### src/rtl/ast_send_mc.sv
// Multi-channel alarm/strobe generator: per-channel pulse FSM with manual and
// ADC threshold-crossing triggers, microsecond width/holdoff, fx register bus.
module ast_send_mc_ch #(
  parameter int AD_W  = 16,
  parameter int CNT_W = 8
) (
  input  logic            clk_sys,
  input  logic            rst_n,
  input  logic            pluse_us,
  input  logic [AD_W-1:0] ad_data,
  input  logic            ad_vld,
  input  logic            wr,
  input  logic [2:0]      woff,
  input  logic [7:0]      wdata,
  input  logic [2:0]      roff,
  output logic [7:0]      rdata,
  output logic            ast
);
  typedef enum logic [1:0] {IDLE, PULSE, HOLD} state_t;

  state_t          state;
  logic            pol;
  logic [CNT_W-1:0] width, holdoff, cnt, hold_lat, wlen;
  logic [2:0]      mode;
  logic [15:0]     thr;
  logic            ovr, prev_ok;
  logic [AD_W-1:0] prev, thr_c;
  logic            rise, fall, man, aut, trig, pol_n;

  assign thr_c = AD_W'(thr);
  assign rise  = prev_ok && (prev <  thr_c) && (ad_data >= thr_c);
  assign fall  = prev_ok && (prev >= thr_c) && (ad_data <  thr_c);
  assign man   = wr && (woff == 3'd6) && wdata[0] && mode[0];
  assign aut   = mode[1] && ad_vld && (mode[2] ? fall : rise);
  // manual and auto in the same cycle collapse into a single trigger
  assign trig  = man | aut;
  assign wlen  = (width == '0) ? CNT_W'(1) : width;
  // polarity is live: a write this cycle already shapes the next output
  assign pol_n = (wr && woff == 3'd0) ? wdata[0] : pol;

  always_comb begin
    rdata = '0;
    case (roff)
      3'd0: rdata = {7'd0, pol};
      3'd1: rdata = 8'(width);
      3'd2: rdata = {5'd0, mode};
      3'd3: rdata = thr[7:0];
      3'd4: rdata = thr[15:8];
      3'd5: rdata = 8'(holdoff);
      3'd7: rdata = {6'd0, ovr, state != IDLE};
      default: rdata = '0;
    endcase
  end

  always_ff @(posedge clk_sys) begin
    if (!rst_n) begin
      state <= IDLE;
      cnt <= '0; hold_lat <= '0;
      pol <= 1'b1; width <= CNT_W'(1); mode <= 3'b001;
      thr <= 16'h8000; holdoff <= '0;
      ovr <= 1'b0; prev <= '0; prev_ok <= 1'b0;
      ast <= 1'b0;
    end else begin
      if (wr) begin
        case (woff)
          3'd0: pol     <= wdata[0];
          3'd1: width   <= CNT_W'(wdata);
          3'd2: mode    <= wdata[2:0];
          3'd3: thr[7:0]  <= wdata;
          3'd4: thr[15:8] <= wdata;
          3'd5: holdoff <= CNT_W'(wdata);
          default: ;
        endcase
      end
      if (ad_vld) prev <= ad_data;
      if (wr && (woff == 3'd3 || woff == 3'd4)) prev_ok <= 1'b0;
      else if (ad_vld)                          prev_ok <= 1'b1;
      if (trig && state != IDLE)          ovr <= 1'b1;
      else if (wr && woff == 3'd7)        ovr <= 1'b0;

      case (state)
        IDLE: begin
          ast <= ~pol_n;
          if (trig) begin
            state    <= PULSE;
            cnt      <= wlen;
            hold_lat <= holdoff;
            ast      <= pol_n;
          end
        end
        PULSE: begin
          ast <= pol_n;
          if (pluse_us) begin
            if (cnt == CNT_W'(1)) begin
              ast <= ~pol_n;
              if (hold_lat != '0) begin
                state <= HOLD;
                cnt   <= hold_lat;
              end else begin
                state <= IDLE;
              end
            end else begin
              cnt <= cnt - CNT_W'(1);
            end
          end
        end
        HOLD: begin
          ast <= ~pol_n;
          if (pluse_us) begin
            if (cnt == CNT_W'(1)) state <= IDLE;
            else                  cnt   <= cnt - CNT_W'(1);
          end
        end
        default: begin
          state <= IDLE;
          ast   <= ~pol_n;
        end
      endcase
    end
  end
endmodule

module ast_send_mc #(
  parameter int CH_NUM = 4,
  parameter int AD_W   = 16,
  parameter int CNT_W  = 8
) (
  input  logic              clk_sys,
  input  logic              rst_n,
  input  logic              pluse_us,
  input  logic [5:0]        dev_id,
  input  logic [AD_W-1:0]   ad_data,
  input  logic              ad_vld,
  input  logic [21:0]       fx_waddr,
  input  logic              fx_wr,
  input  logic [7:0]        fx_data,
  input  logic [21:0]       fx_raddr,
  input  logic              fx_rd,
  output logic [7:0]        fx_q,
  output logic [CH_NUM-1:0] ast
);
  logic                   hit_w, hit_r;
  logic [4:0]             wch, rch;
  logic [CH_NUM-1:0]      wr_ch;
  logic [CH_NUM-1:0][7:0] rdata;
  logic [7:0]             rd_mux;

  assign hit_w = (fx_waddr[21:16] == dev_id) && (fx_waddr[15:8] == 8'd0);
  assign hit_r = (fx_raddr[21:16] == dev_id) && (fx_raddr[15:8] == 8'd0);
  assign wch   = fx_waddr[7:3];
  assign rch   = fx_raddr[7:3];

  genvar i;
  generate
    for (i = 0; i < CH_NUM; i++) begin : g_ch
      assign wr_ch[i] = fx_wr && hit_w && (wch == 5'(i));
      ast_send_mc_ch #(.AD_W(AD_W), .CNT_W(CNT_W)) u_ch (
        .clk_sys (clk_sys),
        .rst_n   (rst_n),
        .pluse_us(pluse_us),
        .ad_data (ad_data),
        .ad_vld  (ad_vld),
        .wr      (wr_ch[i]),
        .woff    (fx_waddr[2:0]),
        .wdata   (fx_data),
        .roff    (fx_raddr[2:0]),
        .rdata   (rdata[i]),
        .ast     (ast[i])
      );
    end
  endgenerate

  // channels at or above CH_NUM match no lane and read back as zero
  always_comb begin
    rd_mux = '0;
    for (int k = 0; k < CH_NUM; k++)
      if (rch == 5'(k)) rd_mux = rdata[k];
  end

  always_ff @(posedge clk_sys) begin
    if (!rst_n)               fx_q <= '0;
    else if (fx_rd && hit_r)  fx_q <= rd_mux;
    else                      fx_q <= '0;
  end
endmodule

### config.mk
export PLATFORM = sky130hd
export DESIGN_NAME = ast_send_mc
export DESIGN_NICKNAME = d
export VERILOG_FILES = /design/src/rtl/ast_send_mc.sv
export SDC_FILE = /design/constraint.sdc
export NUM_CORES = 1
export LEC_CHECK = 0
export CORE_UTILIZATION = 45
export CTS_CLUSTER_SIZE = 14
export DETAILED_ROUTE_END_ITERATION = 6
export PLACE_DENSITY = 0.67
export SYNTH_ARGS = -nofsm -noshare
export SYNTH_HDL_FRONTEND = slang
export SYNTH_SLANG_ARGS = --single-unit
export TNS_END_PERCENT = 30
### constraint.sdc
create_clock -name clk_sys -period 3.4 [get_ports clk_sys]
set_input_delay 0.51 -clock clk_sys [delete_from_list [all_inputs] [get_ports clk_sys]]
set_output_delay 0.51 -clock clk_sys [all_outputs]
set_load 0.02 [all_outputs]
# Word-level counts from Yosys, hierarchy flattened
# Cells that the tools add are included.
# Widths: inputs -> output; s select.
# totals
regBits,252
input_bits,80
out_inout_bits,12
wordCells,372
# classes
add_sub_neg,4
n_lt_le_gt_ge,16
eq_ne,61
n_mux,100
bitwise,9
n_reduce_logical,132
# ops
op,count
$mux 8,32
$pmux 8 s7,4
$ge 16x16->1,8
$lt 16x16->1,8
$pmux 8 s3,4
$logic_and 1x1->1,60
$reduce_and 2->1,29
$logic_not 8->1,6
$mux 2,24
$eq 8x1->1 const B,4
$reduce_bool 8->1,4
$sub 8x1->8 const B,4
$mux 1,28
$ne 2x1->1 const B,12
$ne 2x2->1 const B,12
$pmux 2 s3,4
$reduce_and 6->1,4
$eq 3x3->1 const B,7
$eq 5x2->1 const B,4
$reduce_and 5->1,4
$reduce_bool 2->1,8
$eq 3x2->1 const B,4
$eq 6x6->1,2
$ne 3x3->1 const B,4
other kinds (13),42

# Longest topological paths before layout
# logic_depth
word_depth,10
ltp_mapped,11
depth_no_buf,10

# Cells and area by module
# Synthesis repeated with hierarchy kept, for this count alone.
# unflattened
hier_cells,2305
hier_area_um2,18506.5
# modules_own_cells
mod,n_inst,cells_per_inst,area_per_inst_um2,seq_area_each_um2
ast_send_mc_ch (g_ch[1].u_ch ...),2,576,4524.3,1461.4
ast_send_mc_ch (g_ch[0].u_ch),1,544,4419.2,1461.4
ast_send_mc_ch (g_ch[3].u_ch),1,529,4374.2,1461.4
ast_send_mc,1,80,664.4,160.2

# Worst setup path before layout
# No wires, ideal clock.
# synth_path
path_kind,input port to flip-flop
from,input port ad_data[13]
to,register g_ch[2].u_ch.cnt[0]
setup_time_ps,132
arrival_time_ps,2556
required_time_ps,3268
path_slack_ps,712
path_stages,9
n_path_buf,1
cell_sequence,ha_1 > nand4_1 > nor4_1 > o21ai_0 > a2111o_1 > a21o_1 > a311o_1 > buf_4 > mux2i_1
# synth_between
elab_chain_cells,7
word_cells_on_any_way,9
cone_classes,order compare (2); eq/ne (1); mux (1); bitwise (1); reduce/logical (4)
# synth_rtl
item,line,rtl
"start, declared",132,"input logic [AD_W-1:0] ad_data,"
$ge 16x16->1 or $lt 16x16->1 (tied branches),"31, 32",
"$logic_and 1x1->1, on equally long branches","31, 32",
$mux 1 *,34,assign aut = mode[1] && ad_vld && (mode[2] ? fall : rise);
$logic_and 1x1->1 *,34,
$or 1x1->1 *,36,assign trig = man | aut;
$ne 2x1->1 (no source line) *,-,
$reduce_and 6->1 (no source line) *,-,
"end signal, assigned",86,cnt <= wlen;
"end signal, assigned",98,cnt <= hold_lat;
"end signal, assigned",103,cnt <= cnt - CNT_W'(1);
"end, declared",23,"logic [CNT_W-1:0] width, holdoff, cnt, hold_lat, wlen;"
# Mark *: on every way between the ends. The rest lies on a longest branch, timed or not.
# A chain may end at the register's enable or synchronous reset.

# Final worst setup path
# layout_path
from,register g_ch[2].u_ch.thr[11]
to,register g_ch[2].u_ch.cnt[0]
# layout_between
elab_chain_cells,8
word_cells_on_any_way,13
cone_classes,order compare (4); eq/ne (1); mux (1); bitwise (1); reduce/logical (6)
# layout_rtl
item,line,rtl
"start, declared",25,logic [15:0] thr;
"start signal, assigned",70,3'd4: thr[15:8] <= wdata;
$lt 16x16->1 or $ge 16x16->1 (tied branches),"31, 32",
"$logic_and 1x1->1, on equally long branches (2 in series)","31, 32",
$mux 1 *,34,
$logic_and 1x1->1 *,34,
$or 1x1->1 *,36,
$ne 2x1->1 (no source line) *,-,
$reduce_and 6->1 (no source line) *,-,
# Marked as above.

==> flow_summary.yaml <==
detailed_routing:
  drt_iter0_markers: 1535
  drc_errors: 0
  number_of_routed_nets_with_antenna_violations: 0
  wl_per_cell_um: 21.0
  finalWirelength_mm: 54.7
  drt_first_pass_iters: 6
  dr_total_vias: 15700
  post_drt_via_cell_ratio: 6.02
synthesis:
  ys_seq_area_share_pct: 31.9
  synth.largest_area_cell: "dfxtp_1"
  post_synth_main_area_contributors: "dfxtp_1 32%, ha_1 12%, nand2_1 9.7%"
  synth_async_sr_flop_share_pct: 0
  ys.flop_type: "dfxtp_1"
  synth_area_um2: 15800
  synth_seq_cells: 252
  synth.cells.most_frequent: "408 x nand2_1, 252 x dfxtp_1, 237 x a21oi_1, 152 x ha_1, 148 x nor2_1"
  synth-edff-count: 0
  synth.distinct_cells: 90
  avgSynthCellArea_um2: 7.81
  portion_of_synthesized_cell_area_occupied_by_the_leading_cell_type_pct: 31.9
  net_count_of_the_mapped_netlist: 2256
  synth_cells: 2024
  synthMostInstantiatedCell: "nand2_1"
  synth_warnings: 0
placement:
  gp_congestion: 0.995
  post-place-cells: 2554
  number_of_port_buffers: 91
  detailed_place_hpwl_mm: 42.1
clock_tree:
  ctsRootBufferMaster: "clkbuf_16"
  clk_latency_ps: 560
  clk_pin_slew_worst_paths_ps: 60
  tritoncts.num_buffers: 29
  cts_num_sinks: 252
  clock_path_buffers: 3
  cts.htree.levels: 1
  cts_tree: "built"
  cts_post_setup_buffers_inserted: 0
setup_path:
  reg2reg_slack_ps: 240
  endpoint_kind: "flop"
  crit_type: "flop to flop"
  regToRegStartpoint: "g_ch[2].u_ch.thr[11]"
  cp_max_fo: 8
  rr_endpoint: "g_ch[2].u_ch.cnt[0]"
  r2r_cells: 12
  worst_setup_path_start_kind: "flop"
  critPathArrivalTime_ps: 3580
  worst_ep_required_ps: 3830
final_layout:
  count_of_nets_after_finishing: 2362
  drive_gt1_share_pct: 8.32
  fillerInstances: 3306
  multi_input_comb_area_um2: 9940
  diodes: 0
  register_area_um2: 5040
  layoutNonFillerInstCount: 2607
  synthToLayoutAreaGrowth_pct: 17.8
sta:
  maxClockFrequency_mhz: 317
  rsz0062_at_grt: "no"
  finalSetupViolations: 0
  finalCriticalPeriod_ps: 3160
  relSlewSlack_pct: 22.2
  fin_crit_sh_pct: 92.9
  finalClockSkew_ps: 14.6
  worstMarginPinSlew_ps: 1160
  hold_violations: 0
  maxSlewViolCount: 0
  fin_tns_setup_ps: 0
pwr:
  power.density_nw_per_um2: 362
  design_power_total_w: 0.00674
  irDropWorstVdd_mv: 0.351
  power.static_leakage_nw: 6.97
global_route:
  grt_pass1_vias: 15100
  grt_overflow: 0
  grt_first_pass_wirelength_mm: 83.9
  grt_use_total_pct: 30.1
  antenna_found_initial: 0
  grt_max_degree: 183
die:
  number_of_primary_i_o_pins: 92
  initial_core_util_pct: 45.8
  rows: 68
  die_width_um: 189
  fp.coreArea_um2: 34500
  die_h_um: 189
  die-area_um2: 35900
worst_hold_path:
  worst_hold_path.endpoint: "g_ch[1].u_ch.thr[10]"
  hold_start: "g_ch[1].u_ch.thr[10]"
  hold_class: "flop to flop"
  timing.hold.worst_path_depth: 2
run_status:
  run_status: "finished clean"
job:
  cap_viol_max_count: 0
[how the worst max path moves through the flow]
stage / slack, ps / end / cells past startpoint / start
final: 240 / g_ch[2].u_ch.cnt[0] / 12 / g_ch[2].u_ch.thr[11]
after detailed placement: -310 / g_ch[1].u_ch.cnt[6] / 12 / ad_data[11]
after global routing: 60 / g_ch[1].u_ch.cnt[6] / 11 / g_ch[3].u_ch.prev[7]
after floorplan: 710 / g_ch[2].u_ch.cnt[0] / 9 / ad_data[13]
after global placement: -220 / g_ch[2].u_ch.cnt[0] / 12 / ad_data[11]
after CTS: 110 / g_ch[1].u_ch.cnt[6] / 11 / g_ch[3].u_ch.prev[7]
[area by class of cell]
class | instances | area share, %
well taps | 455 | 3.06
clock buffers | 39 | 4.42
clock inverters | 14 | 0.632
multi-input cells | 1560 | 53.4
flip-flops and latches | 252 | 27.1
inverters | 101 | 2.06
repair buffers | 186 | 9.32
[flip-flops by register name (all words and copies together), names as in the netlist]
signal              flops
fx_q                    8
g_ch.u_ch.ast           4
g_ch.u_ch.cnt          32
g_ch.u_ch.hold_lat     32
g_ch.u_ch.holdoff      32
g_ch.u_ch.mode         12
g_ch.u_ch.ovr           4
g_ch.u_ch.pol           4
g_ch.u_ch.prev         16
g_ch.u_ch.prev_ok       4
g_ch.u_ch.state         8
g_ch.u_ch.thr          64
g_ch.u_ch.width        32
[power by group]
part,total (W),internal [W],switching [W]
clock network,0.00307,0.00178,0.00129
registers,0.00300,0.00297,0.0000280
logic,0.000677,0.000284,0.000392
total,0.00674,0.00503,0.00171
[repair_timing]
| action | in CTS | in global routing |
|---|---|---|
| hold buffers | 0 | 0 |
| resized for setup | 0 | 2 |
| setup endpoints to repair | 0 | 9 |
[through the flow]
stage	util [%]	hold slack, ps	area [um^2]	setup WS [ps]
6_report	53.9	456	18600	243
3_5_place_dp	51.1	450	17700	-314
2_1_floorplan	-	432	15800	712
4_1_cts	53.8	458	18600	105
5_1_grt	53.9	478	18600	55.8
3_3_place_gp	51.1	438	17700	-221
[layout by cell type (no fill, tap or decap), drive strengths merged, types with 6 or more instances in the layout]
cell type / n
mux2: 7
nor4: 33
xor2: 19
nor3: 24
nand2b: 13
nand4: 29
a221oi: 12
nand2: 408
or4: 11
mux2i: 96
clkbuf: 39
ha: 152
dfxtp: 252
xnor2: 21
nor4b: 10
and3: 7
a21oi: 237
and2: 6
o311ai: 6
a222oi: 7
o21ai: 64
a211o: 14
buf: 96
a32o: 9
nor2: 149
a31oi: 7
o211ai: 26
clkdlybuf4s50: 90
a21o: 11
a22o: 8
nand3: 37
nor2b: 11
inv: 103
or3: 8
o22ai: 9
a22oi: 28
clkinv: 8
o21a: 11
[kinds of logic (layout without fill, tap and decap cells)]
kind of cell	after synthesis	in the layout	share of synthesized area (%)
AO/OA/AOI/OAI	493	493	19.8
multiplexers	104	104	6.72
buffers and inverters	212	340	5.29
adder cells (fa/ha/maj)	152	152	12.0
flip-flops	252	252	31.9
AND/OR/NAND/NOR	771	771	22.0
XOR/XNOR	40	40	2.22
[critical path: stages (launching register included)]
cell	delay [ps]
dfxtp_1	380
inv_1	110
ha_1	300
buf_4	140
a21oi_1	150
a21oi_1	90
a2111oi_0	630
buf_4	240
o311ai_1	140
a21o_1	240
a311o_1	360
buf_12	160
mux2i_1	110
[metal layers]
metal	wire length [um]	up-vias	track usage, %
met5	0	-	0
met4	2270	0	12.6
met3	5300	150	6.95
met2	24600	708	48.7
met1	22600	7439	38.2
li1	-	7408	-
Power figures use the tool's default switching activity.
